`src/rtl/branch_sequencer_pkg.sv`:
```
// Shared branch-type encodings, sequencer state encoding and ALU flag helpers
// for the registered branch sequencer and its single-cycle resolver.
package branch_sequencer_pkg;

  localparam logic [2:0] BR_NONE = 3'b000;
  localparam logic [2:0] BR_BRZ  = 3'b001;
  localparam logic [2:0] BR_BMN  = 3'b010;
  localparam logic [2:0] BR_JM   = 3'b011;
  localparam logic [2:0] BR_BZ   = 3'b100;
  localparam logic [2:0] BR_BEQ  = 3'b101;

  // Widest datapath the flag helper accepts; callers zero-extend into it.
  localparam int MAX_W = 64;

  typedef enum logic [1:0] {
    ST_IDLE = 2'd0,
    ST_MEM  = 2'd1,
    ST_UPD  = 2'd2
  } state_e;

  typedef struct packed {
    logic z;
    logic n;
  } flags_t;

  function automatic flags_t derive_flags(input logic [MAX_W-1:0] val, input int unsigned w);
    flags_t             f;
    logic [MAX_W-1:0]   sign_bit;
    sign_bit = {{(MAX_W-1){1'b0}}, 1'b1} << (w - 1);
    f.z      = (val == '0);
    f.n      = |(val & sign_bit);
    return f;
  endfunction

  function automatic logic needs_mem(input logic [2:0] br_type, input logic n);
    return (br_type == BR_JM) || ((br_type == BR_BMN) && n);
  endfunction

endpackage

```
`src/rtl/branch_resolve.sv`:
```
// Combinational next-PC/taken select from latched branch operands.
// Memory-indirect types take mem_data only when mem_ok_i says the read completed.
module branch_resolve
  import branch_sequencer_pkg::*;
#(
  parameter int WIDTH = 32
) (
  input  logic [2:0]       br_type_i,
  input  logic             z_i,
  input  logic             n_i,
  input  logic             zero_branch_i,
  input  logic             mem_ok_i,
  input  logic [WIDTH-1:0] mem_data_i,
  input  logic [WIDTH-1:0] pc4_i,
  input  logic [WIDTH-1:0] reg1_i,
  input  logic [WIDTH-1:0] pcimm_i,
  input  logic [WIDTH-1:0] direct_i,
  output logic [WIDTH-1:0] target_o,
  output logic             taken_o
);

  always_comb begin
    target_o = pc4_i;
    taken_o  = 1'b0;
    case (br_type_i)
      BR_BRZ: if (z_i) begin
        target_o = reg1_i;
        taken_o  = 1'b1;
      end
      BR_BMN: if (n_i && mem_ok_i) begin
        target_o = mem_data_i;
        taken_o  = 1'b1;
      end
      BR_JM: if (mem_ok_i) begin
        target_o = mem_data_i;
        taken_o  = 1'b1;
      end
      BR_BZ: if (z_i) begin
        target_o = direct_i;
        taken_o  = 1'b1;
      end
      BR_BEQ: if (zero_branch_i) begin
        target_o = pcimm_i;
        taken_o  = 1'b1;
      end
      default: ;
    endcase
  end

endmodule

```
`src/rtl/branch_sequencer.sv`:
```
// Registered branch sequencer: IDLE -> (MEM) -> UPD, one pc_we per accepted branch,
// 1-cycle latency direct, ack+1 for memory-indirect; stall holds issue only while in MEM.
module branch_sequencer
  import branch_sequencer_pkg::*;
#(
  parameter int WIDTH   = 32,
  parameter int TIMEOUT = 16,
  parameter int CNT_W   = 16
) (
  input  logic             clk,
  input  logic             reset,
  input  logic             br_valid,
  input  logic [2:0]       br_type,
  input  logic [WIDTH-1:0] aluout,
  input  logic             zero_branch,
  input  logic [WIDTH-1:0] pc4,
  input  logic [WIDTH-1:0] reg1,
  input  logic [WIDTH-1:0] pcimm,
  input  logic [WIDTH-1:0] direct,
  output logic             mem_req,
  output logic [WIDTH-1:0] mem_addr,
  input  logic             mem_ack,
  input  logic [WIDTH-1:0] mem_rdata,
  output logic             pc_we,
  output logic [WIDTH-1:0] pc_next,
  output logic             taken,
  output logic             stall,
  output logic             err_timeout,
  output logic [CNT_W-1:0] taken_cnt
);

  localparam int TMO_W = 8;

  state_e           state_q, state_d;
  logic [2:0]       type_q;
  logic             z_q, n_q, zb_q;
  logic [WIDTH-1:0] pc4_q, reg1_q, pcimm_q, direct_q, addr_q;
  logic [WIDTH-1:0] rdata_q, rdata_d;
  logic             mem_ok_q, mem_ok_d;
  logic             err_q, err_d;
  logic [TMO_W-1:0] tmo_q, tmo_d;
  logic [CNT_W-1:0] cnt_q, cnt_d;

  flags_t           in_flags;
  logic             accept;
  logic             in_upd;
  logic [WIDTH-1:0] res_target;
  logic             res_taken;

  assign in_flags = derive_flags(MAX_W'(aluout), WIDTH);
  // A new branch is taken in IDLE and also in the UPD cycle, giving back-to-back issue.
  assign accept   = br_valid && (state_q != ST_MEM);
  assign in_upd   = (state_q == ST_UPD);

  always_comb begin
    state_d  = state_q;
    tmo_d    = tmo_q;
    mem_ok_d = mem_ok_q;
    rdata_d  = rdata_q;
    err_d    = err_q;
    cnt_d    = cnt_q;
    case (state_q)
      ST_MEM: begin
        if (mem_ack) begin
          rdata_d  = mem_rdata;
          mem_ok_d = 1'b1;
          state_d  = ST_UPD;
        end else if (tmo_q == TMO_W'(TIMEOUT - 1)) begin
          err_d    = 1'b1;
          mem_ok_d = 1'b0;
          state_d  = ST_UPD;
        end else begin
          tmo_d = tmo_q + TMO_W'(1);
        end
      end
      default: begin
        state_d = ST_IDLE;
        if (accept) begin
          tmo_d    = '0;
          mem_ok_d = 1'b0;
          state_d  = needs_mem(br_type, in_flags.n) ? ST_MEM : ST_UPD;
        end
      end
    endcase
    if (in_upd && res_taken && (cnt_q != '1)) begin
      cnt_d = cnt_q + CNT_W'(1);
    end
  end

  always_ff @(posedge clk or posedge reset) begin
    if (reset) begin
      state_q  <= ST_IDLE;
      tmo_q    <= '0;
      mem_ok_q <= 1'b0;
      rdata_q  <= '0;
      err_q    <= 1'b0;
      cnt_q    <= '0;
    end else begin
      state_q  <= state_d;
      tmo_q    <= tmo_d;
      mem_ok_q <= mem_ok_d;
      rdata_q  <= rdata_d;
      err_q    <= err_d;
      cnt_q    <= cnt_d;
    end
  end

  always_ff @(posedge clk or posedge reset) begin
    if (reset) begin
      type_q   <= BR_NONE;
      z_q      <= 1'b0;
      n_q      <= 1'b0;
      zb_q     <= 1'b0;
      pc4_q    <= '0;
      reg1_q   <= '0;
      pcimm_q  <= '0;
      direct_q <= '0;
      addr_q   <= '0;
    end else if (accept) begin
      type_q   <= br_type;
      z_q      <= in_flags.z;
      n_q      <= in_flags.n;
      zb_q     <= zero_branch;
      pc4_q    <= pc4;
      reg1_q   <= reg1;
      pcimm_q  <= pcimm;
      direct_q <= direct;
      addr_q   <= aluout;
    end
  end

  branch_resolve #(.WIDTH(WIDTH)) u_resolve (
    .br_type_i     (type_q),
    .z_i           (z_q),
    .n_i           (n_q),
    .zero_branch_i (zb_q),
    .mem_ok_i      (mem_ok_q),
    .mem_data_i    (rdata_q),
    .pc4_i         (pc4_q),
    .reg1_i        (reg1_q),
    .pcimm_i       (pcimm_q),
    .direct_i      (direct_q),
    .target_o      (res_target),
    .taken_o       (res_taken)
  );

  assign mem_req     = (state_q == ST_MEM);
  assign stall       = (state_q == ST_MEM);
  assign mem_addr    = addr_q;
  assign pc_we       = in_upd;
  assign pc_next     = in_upd ? res_target : '0;
  assign taken       = in_upd & res_taken;
  assign err_timeout = err_q;
  assign taken_cnt   = cnt_q;

  a_no_issue_while_stalled: assert property (@(posedge clk) disable iff (reset) !(br_valid && stall));

endmodule
```
`config.mk`:
```
export PLATFORM = sky130hd
export DESIGN_NAME = branch_sequencer
export DESIGN_NICKNAME = d
export VERILOG_FILES = /design/src/rtl/branch_sequencer_pkg.sv /design/src/rtl/branch_resolve.sv /design/src/rtl/branch_sequencer.sv
export SDC_FILE = /design/constraint.sdc
export NUM_CORES = 1
export LEC_CHECK = 0
export ABC_AREA = 1
export CAP_MARGIN = 10
export CORE_MARGIN = 1.5
export CORE_UTILIZATION = 56
export CTS_CLUSTER_DIAMETER = 50
export DETAILED_ROUTE_END_ITERATION = 10
export GPL_ROUTABILITY_DRIVEN = 0
export PLACE_DENSITY = 0.95
export SYNTH_ARGS = -nofsm -noshare
export SYNTH_HDL_FRONTEND = slang
export SYNTH_HIERARCHICAL = 1
export SYNTH_SLANG_ARGS = --single-unit
```
`constraint.sdc`:
```
create_clock -name clk -period 21.9 [get_ports clk]
set_input_delay 4.38 -clock clk [delete_from_list [all_inputs] [get_ports clk]]
set_output_delay 4.38 -clock clk [all_outputs]
set_load 0.02 [all_outputs]
```
==> results.ini <==
[run_status]
outcome=completed

[logic_synthesis]
synth_area_sq_um=13200
synth.area.top_cells=dfrtp_1 43%, nand2_1 15%, mux2_4 11%
syn_avg_cell_area_sq_um=8.22
synth_top_cell_area_share_pct=42.6
yosys.area.top_type=dfrtp_1
synthFlopType=dfrtp_1
ys_types=32
synth_edf_count=0
synth.top_cells.by_count=526 x nand2_1, 225 x dfrtp_1, 180 x nor2_1, 150 x nand3_1, 133 x inv_1
synth_nets=1813
yosys_warnings=6
syn_inst=1610
ys_seq_area_share_pct=42.6
synth_most_common_cell=nand2_1
synthArstFlopShare_pct=100
ys_ff_latch=225

[layout]
final_cells=2186
area_growth_pct=29.6
drive_gt1_share_pct=13.7
fin_util_pct=73.5
layout.nets=2047
fill_cells=1560

[sta]
setup_tns_ns=0
finalSetupViolations=0
grt_setup_unrepaired=false
drv_slew=0
skew_ns=0.0258
fin_crit_ns=8.27
slew_headroom_pct=22.1
finalCritPeriodShare_pct=37.7
fmax_ghz=0.121
fin_ws_ns=13.63
finalHoldViolations=0
worstMarginPinSlew_ns=1.17

[critical_path]
crit_buf_inv=2
cp_max_fo=97
cp_common_cell=nor2_1
worstSetupStartpointType=register
arrival_ns=3.89
worstSetupPathType=register to primary output
cp.required_ns=17.52
path_cells=nand2_2 > nand2_1 > nand2_1 > nor2_1 > nor2_1 > a21oi_1 > inv_1 > nor2_1 > clkdlybuf4s50_1
critPathMaxStageDelay_ns=1.03
cp_slowest_cell=dfrtp_4
cp_top_family=simple AND/OR/NAND/NOR gates
endpoint_kind=primary output

[placement]
port_buffers=284
dp.cells=2130
place_ws_ns=14.34
hpwl_microns=25900

[die]
rows=56
ios=285
coreArea_sq_um=23300
dieHeight_microns=157
dieArea_sq_um=24600
die_x_microns=157
start_util_pct=56.7

[detailed_routing]
viasPerCell=5.65
wirelength_microns=41800
post_drt_wl_per_cell_microns=19.1
ant_nets=0
vias=12354
drt-initial-drc-count=1352
drc=0
drt_pre_antenna_iters=6

[global_route]
track_usage_pct=33.5
grt_pass1_wl_microns=64400
antenna_found_initial=2
grt_max_degree=154
grt_pass1_vias=12327
grt_overflow=0

[power_and_ir_drop]
max-vdd-ir-drop_uv=65.7
pwr_density_cell_nw_per_um2=84.4
power.leakage_nw=8.16

[clock_network]
hold_buffers=0
clkSinkCount=225
tritoncts=done
h-tree-depth=1
clockRootBuffer=clkbuf_16
numCtsBuffers=31
clockBufferDepth=3
cts_resized=0
worstSkewPairLatency_ns=0.55
cts_setup_buffers=0
clkSlewWorstSetupHoldPaths_ns=0.05

[min_path]
min_path_type=register to register

[job]
drv_cap=0

layout make-up:
| class | instances | area [sq um] | area share (%) |
|---|---|---|---|
| antenna | 1 | 2.50 | 0.0146 |
| multi-input combinational | 1160 | 6580 | 38.4 |
| timing repair buffer | 288 | 2870 | 16.8 |
| inverter | 138 | 526 | 3.07 |
| sequential | 225 | 5640 | 32.9 |
| clock buffer | 42 | 877 | 5.12 |
| tap | 319 | 399 | 2.33 |
| clock inverter | 13 | 248 | 1.45 |
metal layers:
layer  track usage (%)  wire length [microns]
met1              42.3                  16400
met5                 0                     13
met3              5.62                   3410
met2              56.3                  20100
met4              15.4                   1960
kinds of logic after synthesis:
family,synth area share [%]
AO/OA/AOI/OAI,3.46
flip-flops,42.6
AND/OR/NAND/NOR,26.8
adder cells (fa/ha/maj),0.284
XOR/XNOR,0.463
multiplexers,18.4
buffers and inverters,7.98
registers in the layout, summed over array words and instances, names as in the netlist:
| signal | flops |
|---|---|
| mem_ok_q | 1 |
| err_timeout | 1 |
| pcimm_q | 32 |
| rdata_q | 32 |
| pc4_q | 32 |
| mem_addr | 31 |
| z_q | 1 |
| type_q | 3 |
| reg1_q | 32 |
| n_q | 1 |
| tmo_q | 8 |
| state_q | 2 |
| direct_q | 32 |
| taken_cnt | 16 |
| zb_q | 1 |
cells in the final DEF (no fill, tap or decap), types with 6 or more instances in the layout:
master	n
nand2_1	524
clkdlybuf4s50_1	284
dfrtp_1	221
nor2_1	179
nand3_1	150
inv_1	132
mux2_4	100
mux2_2	79
o21ai_0	73
clkbuf_16	31
a21oi_1	8
bufinv_16	7
o21ai_1	6
clkbuf_8	6
worst paths after layout:
| check | startpoint | end | slack, ns | cells past startpoint |
|---|---|---|---|---|
| setup / recovery | mem_ok_q | pc_next[8] | 13.63 | 9 |
| hold / removal | err_timeout | err_timeout | 0.47 | 1 |
| setup reg to reg | state_q[1] | type_q[2] | 18.95 | 5 |
| hold reg to reg | err_timeout | err_timeout | 0.47 | 1 |
| max in group asynchronous | reset | mem_ok_q | 15.67 | 3 |
| min in group asynchronous | reset | pcimm_q[5] | 4.50 | 2 |
where the power goes:
group | switching, mW | internal (mW)
clock | 0.191 | 0.360
sequential | 0.0607 | 0.476
combinational | 0.185 | 0.175
total | 0.437 | 1.01
metrics by stage:
stage	total power [mW]	hold WS (ns)	cell area, sq um
global route	1.50	0.490	17100
finish	1.45	0.468	17100
CTS	1.44	0.470	17100
global placement	0.869	0.445	16000
floorplan	0.753	0.437	13200
detailed placement	0.887	0.455	16000
(Power assumes the default switching activity.)
